### src/rtl/alu_ctrl.sv
// ---------------------------------------------------------------------------
// alu_ctrl -- instruction sequencer in front of an external combinational ALU.
//
// Accepts one 32-bit instruction at a time, reads its operands from an
// internal 8x32 register file (r0 is hard zero), drives the external ALU,
// captures the result and presents it on a valid/ready result port. The
// destination register is written when the result is handed off.
// Sequence: IDLE -> DECODE -> EXEC -> RESP -> IDLE. Illegal ops skip EXEC.
//
// Ports
//   clk, rst          : clock, asynchronous active-high reset
//   in_valid/in_ready : instruction handshake (ready only in IDLE)
//   instr             : instruction word
//   alu_a, alu_b      : operands to the external ALU (registered)
//   alu_oper          : ALU operation code (registered)
//   alu_sum, alu_z    : combinational result / zero flag from the ALU
//   out_valid/out_ready : result handshake
//   out_rd, out_data, out_z, illegal : result fields, stable while in RESP
// ---------------------------------------------------------------------------
module alu_ctrl #(
  parameter int WIDTH = 32
) (
  input  logic             clk,
  input  logic             rst,
  input  logic             in_valid,
  output logic             in_ready,
  input  logic [31:0]      instr,
  output logic [WIDTH-1:0] alu_a,
  output logic [WIDTH-1:0] alu_b,
  output logic [3:0]       alu_oper,
  input  logic [WIDTH-1:0] alu_sum,
  input  logic             alu_z,
  output logic             out_valid,
  input  logic             out_ready,
  output logic [2:0]       out_rd,
  output logic [WIDTH-1:0] out_data,
  output logic             out_z,
  output logic             illegal
);

  localparam logic [1:0] S_IDLE   = 2'd0;
  localparam logic [1:0] S_DECODE = 2'd1;
  localparam logic [1:0] S_EXEC   = 2'd2;
  localparam logic [1:0] S_RESP   = 2'd3;

  logic [1:0]       state_q, state_d;
  // Instruction word minus bits [17:16], which carry no field.
  logic [29:0]      instr_q, instr_d;
  logic [WIDTH-1:0] alu_a_q, alu_a_d;
  logic [WIDTH-1:0] alu_b_q, alu_b_d;
  logic [3:0]       alu_oper_q, alu_oper_d;
  logic [WIDTH-1:0] out_data_q, out_data_d;
  logic             out_z_q, out_z_d;
  logic             illegal_q, illegal_d;
  logic [WIDTH-1:0] regs_q [8];

  // Field decode of the held instruction.
  logic [3:0]  op;
  logic [2:0]  rd, rs1, rs2;
  logic        imm_sel;
  logic [15:0] imm;

  assign op      = instr_q[29:26];
  assign rd      = instr_q[25:23];
  assign rs1     = instr_q[22:20];
  assign rs2     = instr_q[19:17];
  assign imm_sel = instr_q[16];
  assign imm     = instr_q[15:0];

  logic [WIDTH-1:0] rs1_val, imm_ext, src2;

  assign rs1_val = regs_q[rs1];
  assign imm_ext = {{(WIDTH-16){1'b0}}, imm};
  assign src2    = imm_sel ? imm_ext : regs_q[rs2];

  // Operand routing: logic ops take (rs1, src2); shifts swap so the ALU
  // shifts alu_b by alu_a[4:0]; LUI passes the immediate on alu_b.
  logic             legal;
  logic [3:0]       dec_oper;
  logic [WIDTH-1:0] dec_a, dec_b;

  always_comb begin
    legal    = 1'b1;
    dec_oper = 4'b0000;
    dec_a    = rs1_val;
    dec_b    = src2;
    case (op)
      4'd0: dec_oper = 4'b0000;
      4'd1: dec_oper = 4'b0100;
      4'd2: dec_oper = 4'b0001;
      4'd3: dec_oper = 4'b0101;
      4'd4: dec_oper = 4'b0010;
      4'd5: begin
        dec_oper = 4'b0110;
        dec_a    = '0;
        dec_b    = imm_ext;
      end
      4'd6: begin
        dec_oper = 4'b0011;
        dec_a    = src2;
        dec_b    = rs1_val;
      end
      4'd7: begin
        dec_oper = 4'b0111;
        dec_a    = src2;
        dec_b    = rs1_val;
      end
      4'd8: begin
        dec_oper = 4'b1111;
        dec_a    = src2;
        dec_b    = rs1_val;
      end
      default: legal = 1'b0;
    endcase
  end

  always_comb begin
    state_d    = state_q;
    instr_d    = instr_q;
    alu_a_d    = alu_a_q;
    alu_b_d    = alu_b_q;
    alu_oper_d = alu_oper_q;
    out_data_d = out_data_q;
    out_z_d    = out_z_q;
    illegal_d  = illegal_q;
    case (state_q)
      S_IDLE: begin
        if (in_valid) begin
          instr_d = {instr[31:18], instr[15:0]};
          state_d = S_DECODE;
        end
      end
      S_DECODE: begin
        if (legal) begin
          alu_a_d    = dec_a;
          alu_b_d    = dec_b;
          alu_oper_d = dec_oper;
          state_d    = S_EXEC;
        end else begin
          illegal_d  = 1'b1;
          out_data_d = '0;
          out_z_d    = 1'b0;
          state_d    = S_RESP;
        end
      end
      S_EXEC: begin
        out_data_d = alu_sum;
        out_z_d    = alu_z;
        illegal_d  = 1'b0;
        state_d    = S_RESP;
      end
      S_RESP: begin
        if (out_ready) begin
          state_d = S_IDLE;
        end
      end
      default: state_d = S_IDLE;
    endcase
  end

  always_ff @(posedge clk or posedge rst) begin
    if (rst) begin
      state_q    <= S_IDLE;
      instr_q    <= '0;
      alu_a_q    <= '0;
      alu_b_q    <= '0;
      alu_oper_q <= 4'b0000;
      out_data_q <= '0;
      out_z_q    <= 1'b0;
      illegal_q  <= 1'b0;
    end else begin
      state_q    <= state_d;
      instr_q    <= instr_d;
      alu_a_q    <= alu_a_d;
      alu_b_q    <= alu_b_d;
      alu_oper_q <= alu_oper_d;
      out_data_q <= out_data_d;
      out_z_q    <= out_z_d;
      illegal_q  <= illegal_d;
    end
  end

  // Write-back happens on the result handshake, so the next instruction's
  // DECODE already sees the new value. r0 is never written.
  logic wr_en;
  assign wr_en = (state_q == S_RESP) && out_ready && !illegal_q && (rd != 3'd0);

  always_ff @(posedge clk or posedge rst) begin
    if (rst) begin
      for (int i = 0; i < 8; i++) begin
        regs_q[i] <= '0;
      end
    end else if (wr_en) begin
      regs_q[rd] <= out_data_q;
    end
  end

  assign in_ready  = (state_q == S_IDLE);
  assign out_valid = (state_q == S_RESP);
  assign alu_a     = alu_a_q;
  assign alu_b     = alu_b_q;
  assign alu_oper  = alu_oper_q;
  assign out_rd    = rd;
  assign out_data  = out_data_q;
  assign out_z     = out_z_q;
  assign illegal   = illegal_q;

endmodule

### config.mk
export PLATFORM = sky130hd
export DESIGN_NAME = alu_ctrl
export DESIGN_NICKNAME = d
export VERILOG_FILES = /design/src/rtl/alu_ctrl.sv
export SDC_FILE = /design/constraint.sdc
export NUM_CORES = 1
export LEC_CHECK = 0
export CAP_MARGIN = 40
export CORE_UTILIZATION = 45
export CTS_CLUSTER_SIZE = 12
export DETAILED_ROUTE_END_ITERATION = 8
export GPL_TIMING_DRIVEN = 0
export PLACE_DENSITY_LB_ADDON = 0.2
export SLEW_MARGIN = 25
export SYNTH_ARGS = -nofsm -noshare
export SYNTH_HDL_FRONTEND = slang
export SYNTH_SLANG_ARGS = --single-unit
### constraint.sdc
create_clock -name clk -period 13.9 [get_ports clk]
set_clock_uncertainty 0.05 [all_clocks]
set_input_delay 2.085 -clock clk [delete_from_list [all_inputs] [get_ports clk]]
set_output_delay 2.085 -clock clk [all_outputs]
set_load 0.03 [all_outputs]
# == Yosys cells after proc, flatten, opt, wreduce, memory -nomap -nowiden ==
# Index checks and enable logic that the tools add are counted.
# totals
output_inout_bits,107
ramBits,0
reg_bits,390
latch_bits,0
romBits,0
memories,0
word_cells,76
in_bits,69
# classes
addsub,0
shifts,0
div_mod_pow,0
n_reduce_logical,15
n_eq_ne,14
n_mux,24
bitwise,3
order_cmp,4
multipliers,0
# op_table
op,n
$bwmux W256,1
$mux W32,7
$bmux W32 S3,2
$pmux W32 S2,3
$demux W32 S3,1
$pmux W4 S8,1
$eq A4 B3 Y1 const B,4
$ge A4 B4 Y1 const B,3
$not A3 Y4,3
$reduce_or A9 Y1,1
$eq A4 B2 Y1 const B,2
$pmux W2 S4,1
$reduce_and A2 Y1,4
$eq A2 B2 Y1 const B,2
$eq A4 B1 Y1 const B,1
$eq A4 B4 Y1 const B,1
$logic_and A1 B1 Y1,4
$logic_not A4 Y1,1
$lt A4 B1 Y1 const B,1
$mux W1,4
$mux W2,2
$ne A2 B2 Y1 const B,2
$pmux W1 S2,2
$reduce_bool A3 Y1,1
other kinds (6),6

# == Longest topological paths before layout ==
# Gate-level depths: netlist of the first run.
# logic_depth
ltp_word,6
ltp_mapped,8
ltp_nobuf,6

# == Worst setup path before layout of the first run ==
# No wires, ideal clock.
# synth_path
kind,in2reg
start,input out_ready
end,register regs_q[48] in the netlist's numbering
slack_ns,10.533
setup_ns,0.125
required_time_ns,13.725
arrival_time_ns,3.192
path_stages,5
path_buffers,2
cell_sequence,and4bb_2 and3_1 clkbuf_1 buf_2 mux2_2
# synth_between
elab_chain_len,3
# synth_rtl
element,line_no,text
from (decl),34,"input logic out_ready,"
$logic_and A1 B1 Y1 (3 in a row),186,assign wr_en = (state_q == S_RESP) && out_ready && !illegal_q && (rd != 3'd0);
"to (signal, indexed assignment)",194,regs_q[rd] <= out_data_q;
to (decl),55,logic [WIDTH-1:0] regs_q [8];
# Every way passes these cells.
# A chain may end at the register's enable or synchronous reset.

# == Worst setup path after layout of the first run ==
# layout_path
start,register state_q[0]
end,output in_ready
# layout_between
elab_chain_len,1
# layout_rtl
element,line_no,text
from (decl),46,"logic [1:0] state_q, state_d;"
from (signal assigned),172,state_q <= state_d;
$logic_not A2 Y1,198,assign in_ready = (state_q == S_IDLE);
to (decl),26,"output logic in_ready,"
# Every way passes these cells.

==> results of run 1 <==
power by group through the flow:
stage	clock (W)	combinational [W]	sequential (W)
after floorplan	0	0.00144	0.00199
after global placement	0	0.00247	0.00186
after detailed placement	0	0.00252	0.00188
after CTS	0.00113	0.00253	0.00186
after global routing	0.00118	0.00268	0.00192
final	0.00112	0.00255	0.00187
worst min path at each step:
stage,start,to,cells after the start
after detailed placement,regs_q[242],regs_q[242],1
after CTS,regs_q[253],regs_q[253],1
after floorplan,regs_q[240],regs_q[240],1
after global placement,regs_q[242],regs_q[242],1
final,regs_q[252],regs_q[252],1
after global routing,regs_q[243],regs_q[243],1
final cells by class:
cell class	count	area, µm²
Sequential cell	390	9760
Tap cell	532	666
Clock inverter	8	51.3
Fill cell	3369	18300
Inverter	5	26.3
Clock buffer	70	1330
Timing Repair Buffer	188	1960
Multi-Input combinational cell	786	8500
Buffer	143	666
layer usage:
layer / global-route usage (%) / routed length [µm]
met1: 37.3 / 24700
met2: 41.5 / 26200
met3: 5.25 / 3860
met4: 9.70 / 1610
met5: 0 / 0
cell families after synthesis:
logic type               Yosys count  synth area share (%)
flip-flops                       390                  51.5
AND/OR/NAND/NOR                  131                  3.21
buffers and inverters            148                  3.61
multiplexers                     462                  32.9
adder cells (fa/ha/maj)            4                 0.264
AO/OA/AOI/OAI                    189                  8.47
worst max-delay path: stages (launching register included):
cell             delay [ps]
dfrtp_1                 430
inv_1                   110
ha_1                    220
clkdlybuf4s50_1         690
Yosys cell counts, drive strengths merged:
cell / number / area, µm²
o22ai: 16 / 100
o221ai: 32 / 280
o211ai: 16 / 120
a21oi: 2 / 10.0
dfrtp: 390 / 9760
nor2: 20 / 75.1
a21boi: 1 / 7.51
nand3b: 4 / 33.8
a22o: 65 / 569
a31oi: 1 / 6.26
o22a: 4 / 35.0
and2: 3 / 18.8
o21ai: 19 / 95.1
and4bb: 1 / 12.5
nand2: 70 / 263
mux2: 270 / 3040
nand2b: 2 / 12.5
nand3: 16 / 80.1
o31ai: 1 / 7.51
a221oi: 16 / 234
clkbuf: 73 / 274
mux2i: 96 / 961
mux4: 96 / 2230
buf: 70 / 392
nand4: 1 / 6.26
ha: 4 / 50.1
o31a: 16 / 140
nor4b: 1 / 8.76
or3: 1 / 6.26
and3b: 1 / 8.76
or2: 2 / 12.5
nor3: 2 / 10.0
inv: 5 / 18.8
nor3b: 2 / 25.0
nor4bb: 1 / 10.0
and3: 1 / 6.26
nor2b: 3 / 18.8
cell usage in the layout, fill, tap and decap left out, types with 14 or more instances in the layout:
master           instances
o221ai_1                32
a22o_1                  65
mux4_2                  77
mux2_2                 259
nand3_1                 16
buf_2                   52
nor2_1                  20
mux4_1                  19
clkbuf_1                85
dfrtp_1                390
a221oi_2                15
clkbuf_8                15
nand2_1                 70
buf_6                   14
o31a_1                  16
clkbuf_16               43
clkdlybuf4s50_1        173
o211ai_1                16
mux2i_1                 96
o21ai_0                 18
o22ai_1                 16
registers in the layout, indices dropped and copies added, names as in the netlist:
signal,count
regs_q,256
alu_a,32
alu_b,32
out_data,32
instr_q,30
alu_oper,4
state_q,2
illegal,1
out_z,1
metrics by stage:
stage	instance area [µm²]	setup WS (ps)
2_1_floorplan	18900	924
5_1_grt	22900	9690
4_1_cts	22900	9710
3_5_place_dp	21500	9490
6_report	22900	9740
3_3_place_gp	21300	-3730
==> flow_results.xml, run 1 <==
<?xml version="1.0" encoding="UTF-8"?>
<metrics>
  <group name="outcome">
    <metric name="run_status" unit="">finished, final reports clean</metric>
  </group>
  <group name="sta">
    <metric name="maxSlewViolCount" unit="">0</metric>
    <metric name="slew-limit-headroom" unit="%">43.3</metric>
    <metric name="rsz0062_at_grt" unit="">no</metric>
    <metric name="finalCriticalPeriod" unit="ps">4160</metric>
    <metric name="timing_worst_slew_pin_value" unit="ps">850</metric>
    <metric name="finalHoldWorstSlack" unit="ps">427</metric>
    <metric name="max_freq" unit="MHz">241</metric>
    <metric name="post-route-period-util" unit="%">29.9</metric>
    <metric name="final_hold_viol_count" unit="">0</metric>
    <metric name="finalSetupViolCount" unit="">0</metric>
    <metric name="setup_total_negative_slack" unit="ps">0</metric>
  </group>
  <group name="logic_synthesis">
    <metric name="avgSynthCellArea" unit="µm²">14.3</metric>
    <metric name="synth-seq-cells" unit="">390</metric>
    <metric name="synth_warnings" unit="">0</metric>
    <metric name="mappedNetlistNets" unit="">1397</metric>
    <metric name="netlist_instances" unit="">1324</metric>
    <metric name="synth.cell_area" unit="mm²">0.0189</metric>
    <metric name="ys_types" unit="">45</metric>
    <metric name="synth-seq-area-share" unit="%">51.5</metric>
  </group>
  <group name="clock_tree">
    <metric name="cts_hold_buffers" unit="">0</metric>
    <metric name="cts_repair_resize_count" unit="">0</metric>
    <metric name="clock_latency" unit="ps">580</metric>
    <metric name="cts_inserted_buffers" unit="">43</metric>
    <metric name="cts_tree" unit="">done</metric>
    <metric name="maximum_root_to_sink_buffer_count" unit="">3</metric>
    <metric name="worst_setup_hold_path_clk_slew" unit="ps">60</metric>
    <metric name="cts-htree-levels" unit="">2</metric>
    <metric name="cts.sinks" unit="">390</metric>
    <metric name="post_cts_buffers" unit="">0</metric>
    <metric name="clock-root-buffer" unit="">clkbuf_16</metric>
  </group>
  <group name="routing">
    <metric name="drt_drc_violations_left" unit="">0</metric>
    <metric name="num_vias" unit="">12900</metric>
    <metric name="post_drt_via_cell_ratio" unit="">6.10</metric>
    <metric name="postRouteWirelength" unit="mm">56.4</metric>
    <metric name="detailedRoute.firstPassIterationCount" unit="">4</metric>
    <metric name="antenna_violating_nets_post_route" unit="">0</metric>
    <metric name="wl_per_cell" unit="µm">26.6</metric>
    <metric name="detail_route.iter0.violations" unit="">1016</metric>
  </group>
  <group name="pwr">
    <metric name="combinationalPowerShare" unit="%">46.0</metric>
    <metric name="p_seq_share" unit="%">33.8</metric>
    <metric name="sw_frac_of_total" unit="%">40.4</metric>
    <metric name="netSwitchingPower" unit="W">0.00224</metric>
    <metric name="power_density" unit="mW/mm²">241</metric>
    <metric name="static_leakage_power" unit="nW">10.4</metric>
    <metric name="irDropWorstVdd" unit="V">0.000116</metric>
    <metric name="clock_power_share" unit="%">20.2</metric>
    <metric name="fin_total_pwr" unit="W">0.00553</metric>
    <metric name="power.internal" unit="W">0.00330</metric>
  </group>
  <group name="layout">
    <metric name="antenna_cells" unit="">0</metric>
    <metric name="num-nets-final" unit="">1630</metric>
    <metric name="final_cells" unit="">2122</metric>
    <metric name="flow.area_growth_from_synthesis" unit="%">21.2</metric>
    <metric name="utilization" unit="%">55.7</metric>
    <metric name="proportion_of_layout_cells_with_a_drive_suffix_above_1" unit="%">31.5</metric>
  </group>
  <group name="die">
    <metric name="die-height" unit="µm">207</metric>
    <metric name="starting_density_of_the_core" unit="%">46.0</metric>
    <metric name="die_area" unit="mm²">0.0429</metric>
    <metric name="io_pins" unit="">176</metric>
    <metric name="chipWidth" unit="µm">207</metric>
    <metric name="floorplan.core_area" unit="mm²">0.0412</metric>
    <metric name="number_of_rows_created_at_floorplan" unit="">74</metric>
  </group>
  <group name="worst_setup_path">
    <metric name="startpoint_types" unit="">register</metric>
    <metric name="critPathLaunch" unit="">state_q[0]</metric>
    <metric name="critical_path_arrival" unit="ps">2020</metric>
    <metric name="reg2regPathDepth" unit="">8</metric>
    <metric name="ff2ff_setup_slack" unit="ps">11060</metric>
    <metric name="crit_end" unit="">in_ready</metric>
    <metric name="path_max_fanout" unit="">6</metric>
    <metric name="required" unit="ps">11770</metric>
    <metric name="rr_startpoint" unit="">state_q[1]</metric>
    <metric name="worstSetupPathType" unit="">register to output port</metric>
    <metric name="r2r_end" unit="">alu_b[25]</metric>
    <metric name="critical_path_capture_point_type" unit="">output port</metric>
  </group>
  <group name="min_path">
    <metric name="timing.hold.worst.class" unit="">register to register</metric>
  </group>
  <group name="placed_design">
    <metric name="gp_routability_congestion" unit="">0.856</metric>
    <metric name="post-place-cells" unit="">2040</metric>
    <metric name="port_buffers" unit="">173</metric>
    <metric name="hpwlAfterDp" unit="mm">38.0</metric>
  </group>
  <group name="grt">
    <metric name="grt_overflow" unit="">0</metric>
    <metric name="grt_pass1_wl" unit="mm">85.4</metric>
    <metric name="grt_antenna_before_repair" unit="">0</metric>
    <metric name="globalRouteTotalUtil" unit="%">26.7</metric>
    <metric name="grt_max_degree" unit="">89</metric>
    <metric name="first_global_vias" unit="">13500</metric>
  </group>
  <group name="flow_run">
    <metric name="max_cap_viols" unit="">0</metric>
  </group>
</metrics>
No activity file was read; power rests on OpenSTA's default activity.
==> run 2, diff against run 1 <==
clock period = 4 ns   (was 13.9 ns; I/O delays follow)
==> run 2 against run 1 <==
Flip-flop and latch count did not move. Highest routed layer unchanged. Non-clock buffer count rose by 7. Hold slack lost 80 ps. Combinational power grew to 3.5 times the previous value.
==> flow_results.xml, run 2 (synthesis results as in run 1) <==
<?xml version="1.0" encoding="UTF-8"?>
<metrics>
  <group name="outcome">
    <metric name="run_status" unit="">finished, final reports clean</metric>
  </group>
  <group name="layout">
    <metric name="largest_reg_flops" unit="">256</metric>
    <metric name="flow.area_growth_from_synthesis" unit="%">21.5</metric>
    <metric name="regMostFlops" unit="">regs_q</metric>
    <metric name="proportion_of_layout_cells_with_a_drive_suffix_above_1" unit="%">31.7</metric>
    <metric name="layout.cells.most_common_list" unit="">dfrtp_1, mux2_2, clkdlybuf4s50_1</metric>
    <metric name="antenna_cells" unit="">0</metric>
    <metric name="final_cells" unit="">2120</metric>
    <metric name="most_common_cell_after_layout_fill_and_taps_aside" unit="">dfrtp_1</metric>
    <metric name="utilization" unit="%">55.9</metric>
    <metric name="num-nets-final" unit="">1636</metric>
  </group>
  <group name="die">
    <metric name="io_pins" unit="">176</metric>
    <metric name="chipWidth" unit="µm">207</metric>
    <metric name="floorplan.core_area" unit="mm²">0.0412</metric>
    <metric name="die_area" unit="mm²">0.0429</metric>
    <metric name="starting_density_of_the_core" unit="%">46.0</metric>
    <metric name="die-height" unit="µm">207</metric>
    <metric name="number_of_rows_created_at_floorplan" unit="">74</metric>
  </group>
  <group name="sta">
    <metric name="setup_total_negative_slack" unit="ps">0</metric>
    <metric name="finalSetupViolCount" unit="">0</metric>
    <metric name="timing_worst_slew_pin_value" unit="ps">890</metric>
    <metric name="slew-limit-headroom" unit="%">40.6</metric>
    <metric name="max_freq" unit="MHz">341</metric>
    <metric name="post-route-worst-setup-slack" unit="ps">1070</metric>
    <metric name="final_hold_viol_count" unit="">0</metric>
    <metric name="finalCriticalPeriod" unit="ps">2930</metric>
    <metric name="rsz0062_at_grt" unit="">no</metric>
    <metric name="post-route-period-util" unit="%">73.2</metric>
    <metric name="maxSlewViolCount" unit="">0</metric>
  </group>
  <group name="worst_setup_path">
    <metric name="worstSetupPathType" unit="">register to register</metric>
    <metric name="critPathSlowestCell" unit="">clkbuf_1</metric>
    <metric name="rr_startpoint" unit="">state_q[1]</metric>
    <metric name="critical_path.cell_chain" unit="">inv_1 -&gt; ha_1 -&gt; nor2b_1 -&gt; nand2_1 -&gt; or2_1 -&gt; buf_1 -&gt; clkbuf_1 -&gt; o221ai_1</metric>
    <metric name="required" unit="ps">4360</metric>
    <metric name="critical_path_arrival" unit="ps">3290</metric>
    <metric name="ff2ff_setup_slack" unit="ps">1070</metric>
    <metric name="cpLargestDelayFamily" unit="">buffers and inverters</metric>
    <metric name="cp_num_buf_inv" unit="">3</metric>
    <metric name="worst_path_largest_cell_delay" unit="ps">620</metric>
    <metric name="startpoint_types" unit="">register</metric>
    <metric name="critical_path_capture_point_type" unit="">register</metric>
    <metric name="critPathLaunch" unit="">state_q[1]</metric>
    <metric name="path_max_fanout" unit="">10</metric>
  </group>
  <group name="routing">
    <metric name="drt_drc_violations_left" unit="">0</metric>
    <metric name="wl_per_cell" unit="µm">26.4</metric>
    <metric name="met3_wirelength" unit="mm">3.55</metric>
    <metric name="wirelength_met1" unit="mm">25.3</metric>
    <metric name="post_drt_via_cell_ratio" unit="">6.15</metric>
    <metric name="dr_wl_met2" unit="mm">25.3</metric>
    <metric name="top_layer_used" unit="">met4</metric>
    <metric name="postRouteWirelength" unit="mm">55.9</metric>
    <metric name="num_vias" unit="">13000</metric>
    <metric name="antenna_violating_nets_post_route" unit="">0</metric>
    <metric name="detail_route.iter0.violations" unit="">859</metric>
    <metric name="detailedRoute.firstPassIterationCount" unit="">5</metric>
  </group>
  <group name="grt">
    <metric name="first_global_vias" unit="">13300</metric>
    <metric name="globalRouteTotalUtil" unit="%">26.5</metric>
    <metric name="grt_max_degree" unit="">33</metric>
    <metric name="grt_pass1_wl" unit="mm">85.0</metric>
    <metric name="grt_antenna_before_repair" unit="">0</metric>
    <metric name="grt_overflow" unit="">0</metric>
  </group>
  <group name="pwr">
    <metric name="irDropWorstVdd" unit="V">0.000399</metric>
    <metric name="power_density" unit="mW/mm²">829</metric>
    <metric name="fin_total_pwr" unit="W">0.0191</metric>
    <metric name="static_leakage_power" unit="nW">10.5</metric>
  </group>
  <group name="clock_tree">
    <metric name="cts.sinks" unit="">390</metric>
    <metric name="cts_inserted_buffers" unit="">42</metric>
    <metric name="clock_latency" unit="ps">560</metric>
    <metric name="cts-htree-levels" unit="">2</metric>
    <metric name="post_cts_buffers" unit="">0</metric>
    <metric name="cts_repair_resize_count" unit="">0</metric>
    <metric name="clock-root-buffer" unit="">clkbuf_16</metric>
    <metric name="worst_setup_hold_path_clk_slew" unit="ps">60</metric>
    <metric name="maximum_root_to_sink_buffer_count" unit="">3</metric>
    <metric name="cts_hold_buffers" unit="">0</metric>
    <metric name="cts_tree" unit="">done</metric>
  </group>
  <group name="placed_design">
    <metric name="post-place-cells" unit="">2049</metric>
    <metric name="hpwlAfterDp" unit="mm">38.4</metric>
    <metric name="port_buffers" unit="">173</metric>
    <metric name="gp_routability_congestion" unit="">0.873</metric>
    <metric name="pre_cts_ws" unit="ps">1090</metric>
  </group>
  <group name="min_path">
    <metric name="timing.hold.worst.class" unit="">primary input to async pin</metric>
  </group>
  <group name="flow_run">
    <metric name="max_cap_viols" unit="">0</metric>
  </group>
</metrics>
==> run 2: through the flow <==
stage	area [µm²]	hold slack, ps
after detailed placement	21700	415
after CTS	23000	341
after global placement	21300	403
after floorplan	18900	391
final	23000	347
after global routing	23000	379
==> run 2: path summary, 6_finish.rpt <==
kind,endpoint,cells after the start
min in group clk,regs_q[237],1
hold / removal,regs_q[203],2
hold reg to reg,regs_q[237],1
setup reg to reg,alu_b[18],8
max in group asynchronous,instr_q[23],6
setup / recovery,alu_b[18],8
==> run 2: area by class of cell <==
| cell class | count | area [µm²] |
|---|---|---|
| fillers | 3313 | 18200 |
| flip-flops and latches | 390 | 9760 |
| multi-input cells | 786 | 8500 |
| repair buffers | 195 | 2100 |
| clock buffers | 63 | 1280 |
| plain buffers | 143 | 667 |
| well taps | 532 | 666 |
| clock inverters | 6 | 30.0 |
| inverters | 5 | 22.5 |
==> run 2: power by group <==
part / internal (W) / total, W / switching, W / leakage [nW]
clock: 0.00220 / 0.00378 / 0.00159 / 0.653
combinational: 0.00395 / 0.00882 / 0.00487 / 4.61
sequential: 0.00524 / 0.00649 / 0.00125 / 5.20
total: 0.0114 / 0.0191 / 0.00771 / 10.5
==> run 2: per-layer routing <==
layer  vias up  global-route usage (%)
li1       5536                       -
met1      6868                    38.8
met2       526                    39.9
met3       118                    4.14
met4         0                    9.68
met5         -                       0
==> run 2: worst register-to-register path, stage by stage, from the launching register on <==
cell and delay, ps:
dfrtp_1 390, inv_1 90, ha_1 280, nor2b_1 180, nand2_1 360, or2_1 170
buf_1 390, clkbuf_1 620, o221ai_1 240
